**src/rtl/param_bus_processor.sv**
```systemverilog
// Multicycle 8-register bus processor. Every transfer goes over a single
// shared bus; ALU instructions take three execute cycles (T1..T3), moves
// take one. Handshake: run is sampled only in T0, and done is high for
// exactly one cycle, the final cycle of each instruction.
module param_bus_processor #(
   parameter int DATA_W = 16
) (
   input  logic              clk,
   input  logic              rst,
   input  logic              run,
   input  logic [DATA_W-1:0] din,
   output logic              done,
   output logic [DATA_W-1:0] buswires,
   output logic [DATA_W-1:0] r0,
   output logic [DATA_W-1:0] r1,
   output logic              zflag
);

   typedef enum logic [1:0] {T0, T1, T2, T3} state_t;

   localparam logic [2:0] OP_MV   = 3'b000;
   localparam logic [2:0] OP_MVI  = 3'b001;
   localparam logic [2:0] OP_ADD  = 3'b010;
   localparam logic [2:0] OP_SUB  = 3'b011;
   localparam logic [2:0] OP_AND  = 3'b100;
   localparam logic [2:0] OP_OR   = 3'b101;
   localparam logic [2:0] OP_XOR  = 3'b110;
   localparam logic [2:0] OP_MVNZ = 3'b111;

   state_t            state, state_nxt;
   logic [8:0]        ir;
   logic [DATA_W-1:0] regs [0:7];
   logic [DATA_W-1:0] a_reg, g_reg;
   logic [DATA_W-1:0] bus;
   logic [DATA_W-1:0] alu_res;
   logic              ir_ld, a_ld, g_ld, z_ld, wr_en;

   wire [2:0] op = ir[8:6];
   wire [2:0] rx = ir[5:3];
   wire [2:0] ry = ir[2:0];

   assign buswires = bus;
   assign r0       = regs[0];
   assign r1       = regs[1];

   // State register, register file, A/G/IR and zero flag.
   always_ff @(posedge clk) begin
      if (rst) begin
         state <= T0;
         ir    <= '0;
         a_reg <= '0;
         g_reg <= '0;
         zflag <= 1'b1;
         for (int i = 0; i < 8; i++) regs[i] <= '0;
      end else begin
         state <= state_nxt;
         if (ir_ld) ir    <= din[8:0];
         if (a_ld)  a_reg <= bus;
         if (g_ld)  g_reg <= alu_res;
         if (z_ld)  zflag <= (g_reg == '0);
         // Every register write takes its data from the bus.
         if (wr_en) regs[rx] <= bus;
      end
   end

   // ALU: A is the left operand, the bus (Rry in T2) the right one.
   always_comb begin
      alu_res = a_reg + bus;
      case (op)
         OP_ADD:  alu_res = a_reg + bus;
         OP_SUB:  alu_res = a_reg - bus;
         OP_AND:  alu_res = a_reg & bus;
         OP_OR:   alu_res = a_reg | bus;
         OP_XOR:  alu_res = a_reg ^ bus;
         default: alu_res = a_reg + bus;
      endcase
   end

   // Next-state, bus driver select and control strobes.
   always_comb begin
      state_nxt = state;
      bus       = '0;
      done      = 1'b0;
      ir_ld     = 1'b0;
      a_ld      = 1'b0;
      g_ld      = 1'b0;
      z_ld      = 1'b0;
      wr_en     = 1'b0;
      case (state)
         T0: begin
            if (run) begin
               ir_ld     = 1'b1;
               state_nxt = T1;
            end
         end
         T1: begin
            case (op)
               OP_MV: begin
                  bus       = regs[ry];
                  wr_en     = 1'b1;
                  done      = 1'b1;
                  state_nxt = T0;
               end
               OP_MVI: begin
                  bus       = din;
                  wr_en     = 1'b1;
                  done      = 1'b1;
                  state_nxt = T0;
               end
               OP_MVNZ: begin
                  bus       = regs[ry];
                  wr_en     = ~zflag;
                  done      = 1'b1;
                  state_nxt = T0;
               end
               default: begin
                  bus       = regs[rx];
                  a_ld      = 1'b1;
                  state_nxt = T2;
               end
            endcase
         end
         T2: begin
            bus       = regs[ry];
            g_ld      = 1'b1;
            state_nxt = T3;
         end
         T3: begin
            bus       = g_reg;
            wr_en     = 1'b1;
            z_ld      = 1'b1;
            done      = 1'b1;
            state_nxt = T0;
         end
         default: state_nxt = T0;
      endcase
   end

endmodule

```
**config.mk**
```make
export PLATFORM = sky130hd
export DESIGN_NAME = param_bus_processor
export DESIGN_NICKNAME = d
export VERILOG_FILES = /design/src/rtl/param_bus_processor.sv
export SDC_FILE = /design/constraint.sdc
export NUM_CORES = 1
export LEC_CHECK = 0
export CAP_MARGIN = 40
export CORE_MARGIN = 3
export CORE_UTILIZATION = 45
export CTS_BUF_LIST = sky130_fd_sc_hd__clkbuf_4
export DETAILED_ROUTE_END_ITERATION = 10
export PLACE_DENSITY_LB_ADDON = 0.3
export SLEW_MARGIN = 40
export SYNTH_ARGS = -nofsm -noshare
export SYNTH_HDL_FRONTEND = slang
export SYNTH_SLANG_ARGS = --single-unit
```
**constraint.sdc**
```tcl
create_clock -name clk -period 7.2 [get_ports clk]
set_input_delay 2.16 -clock clk [delete_from_list [all_inputs] [get_ports clk]]
set_output_delay 2.16 -clock clk [all_outputs]
set_load 0.01 [all_outputs]
```
==> metrics.md <==
| Metric | Value |
|---|---|
| Run status | `complete, no violations` |
| Worst Hold Class | `reg -> reg` |
| Layout Nets | `1,069` |
| I/O Buffers | `68` |
| Sequential fraction of the synthesis area | `0.457` |
| CTS tree | `yes` |
| CP Capture Type | `output port` |
| Met1 Use GR | `0.315` |
| Total CTS buffers | `17` |
| Core footprint | `22,900 um2` |
| Multi-input gate area | `5310 um2` |
| Routability congestion estimate | `0.897` |
| Register area | `4860 um2` |
| Htree depth | `4` |
| Final hold violation count | `0` |
| Die Area | `25,400 um2` |
| Die height | `159 um` |
| Yosys top cell area share | `0.363` |
| RR Endpoint | `g_reg[15]` |
| # placed instances | `1,294` |
| GR Layer Usage met2 | `0.396` |
| Wire per inst | `22.5 um` |
| Top post-synthesis cells by count | `176 x nor2_1, 128 x edfxtp_1, 64 x mux4_2, 62 x nand2_1, 51 x clkbuf_1` |
| First-pass GRT wire length | `46.0 mm` |
| Drt initial violations | `722` |
| Top-count cell post-synth | `nor2_1` |
| Worst slew margin | `0.453` |
| Synth area leaders | `edfxtp_1 36%, mux4_2 14%, dfxtp_1 9.4%, nor2_1 6.2%, ha_1 5.8%` |
| Final worst slack | `0.774 ns` |
| Setup Buffers After CTS | `0` |
| Synth Register Bits | `178` |
| Post-Place Setup Slack | `0.633 ns` |
| Antenna Nets Post-Route | `0` |
| Worst hold endpoint | `a_reg[15]` |
| Core Util, Final | `0.521` |
| Total power | `2420 uW` |
| Setup TNS | `0 ns` |
| Netlist Area Pre-Place | `10,600 um2` |
| Clock Skew | `0.0236 ns` |
| Total number of vias | `7,928` |
| Final setup viols | `0` |
| Yosys Warn Count | `0` |
| Worst reg2reg setup slack | `1.59 ns` |
| Crit Path Category | `in -> out` |
| Crit-path max FO | `7` |
| Final min period | `6.43 ns` |
| Hold depth | `2` |
| CTS Buffer Depth | `2` |
| Pins over their slew limit | `0` |
| RSZ-0062 raised after global routing | `false` |
| Clock Pin Slew Worst Setup and Hold Paths | `0.13 ns` |
| Gr busiest metal | `met2` |
| Max FFs per register | `128` |
| Vias per inst | `5.98` |
| GR Overflow Total | `0` |
| CP required | `5.04 ns` |
| CP Data Arrival Time | `4.27 ns` |
| Max cap viols | `0` |
| Clock tree sinks | `178` |
| Fill cells | `2,014` |
| M3 GR Usage | `0.0390` |
| Total routed wirelength | `29.9 mm` |
| Worst Min Path Start | `a_reg[15]` |
| Unique masters post-synth | `58` |
| # IOs | `69` |
| Largest net degree at the start of global routing | `44` |
| Layout overhead on the synthesized area | `12.8%` |
| Initial DRT Pass Iterations | `5` |
| Vias in the first global route | `7,784` |
| Main flop type after synthesis | `edfxtp_1` |
| Hold-fix buffers, CTS | `0` |
| Worst Setup SP | `din[0]` |
| Layout Cells excl Fill | `1,326` |
| Worst vdd ir | `96.3 uV` |
| Initial antenna violation count | `1` |
| Detailed placement HPWL | `20.7 mm` |
| Period utilisation layout | `0.893` |
| Syn Nets | `1,021` |
| Yosys top cell by area | `edfxtp_1` |
| Clock Latency Late Sink | `0.57 ns` |
| PwrDens | `202 nW/um2` |
| # rows | `55` |
| Number of synthesized flops with an enable pin | `128` |
| Worst-margin pin slew | `0.818 ns` |
| CP startpoint kind | `primary input` |
| Fmax | `156 MHz` |
| Average instance area after synthesis | `11.1 um2` |
| Post-cts sizing count | `0` |
| Clock root buffer | `clkbuf_4` |
| Share of cells above drive strength 1 | `0.173` |
| Reg2reg path depth | `19` |
| Pleak | `0.00425 uW` |
| DRC | `0` |
| Initial Util | `0.462` |
| Synth async-reset ratio | `0` |
| Die Span X | `159 um` |
| Gr usage total | `0.235` |
| Post-Syn Instances | `952` |
## logic make-up after synthesis
kind of cell             Yosys count  synth area share
AND/OR/NAND/NOR                  308             0.125
adder cells (fa/ha/maj)           50            0.0598
AO/OA/AOI/OAI                    159             0.103
buffers and inverters            115            0.0439
multiplexers                     121             0.193
flip-flops                       178             0.457
XOR/XNOR                          21            0.0174
## metal layers
layer	vias to the layer above	part of all wire
met5	-	0
met4	0	0.019
met3	33	0.072
met2	307	0.49
met1	3981	0.42
li1	3607	-
## worst max-delay path, stage by stage
cell and delay [ns]:
clkdlybuf4s50_1 0.45, a32o_1 0.26, a21oi_1 0.19, a2bb2oi_1 0.51
inv_1 0.19, clkdlybuf4s50_1 0.52
## per-stage QoR
stage	instance area, um2	hold WS, ns
4_1_cts	11900	0.489
3_3_place_gp	11600	0.464
2_1_floorplan	10600	0.446
5_1_grt	12000	0.518
3_5_place_dp	11600	0.468
6_report	12000	0.488
## placed cells by master (no fill, tap or decap), types with 8 or more instances in the layout
master           instances
o21ai_0                 24
a21oi_1                 47
nand3_1                 12
a221oi_1                17
mux2_2                  27
mux4_2                  64
a211oi_1                14
dfxtp_1                 45
nor2_1                 176
a22oi_1                  8
clkdlybuf4s50_1         67
mux2i_1                 30
nor2b_1                 11
nand2_1                 61
buf_4                   33
a21o_1                   8
clkbuf_4                20
nand2b_1                10
edfxtp_1               128
xnor2_1                 18
inv_1                   42
ha_1                    49
## worst max path at each step
stage | endpoint | cells after the start
after floorplan | g_reg[15] | 19
after global placement | g_reg[15] | 18
after detailed placement | g_reg[15] | 18
after CTS | buswires[0] | 6
after global routing | buswires[0] | 6
final | buswires[0] | 6
## area by class of cell
cell class,count,share of cell area
multi-input combinational,659,0.444
sequential,178,0.406
timing repair buffer,101,0.0773
tap,313,0.0328
inverter,43,0.0135
clock inverter,11,0.0129
clock buffer,20,0.0126
antenna,1,0.000209
## where the power goes
part           switching [uW]  internal [uW]
clock                     356            256
combinational             338            282
sequential               53.5           1140
Note: power is estimated with default switching activity, not from simulation.
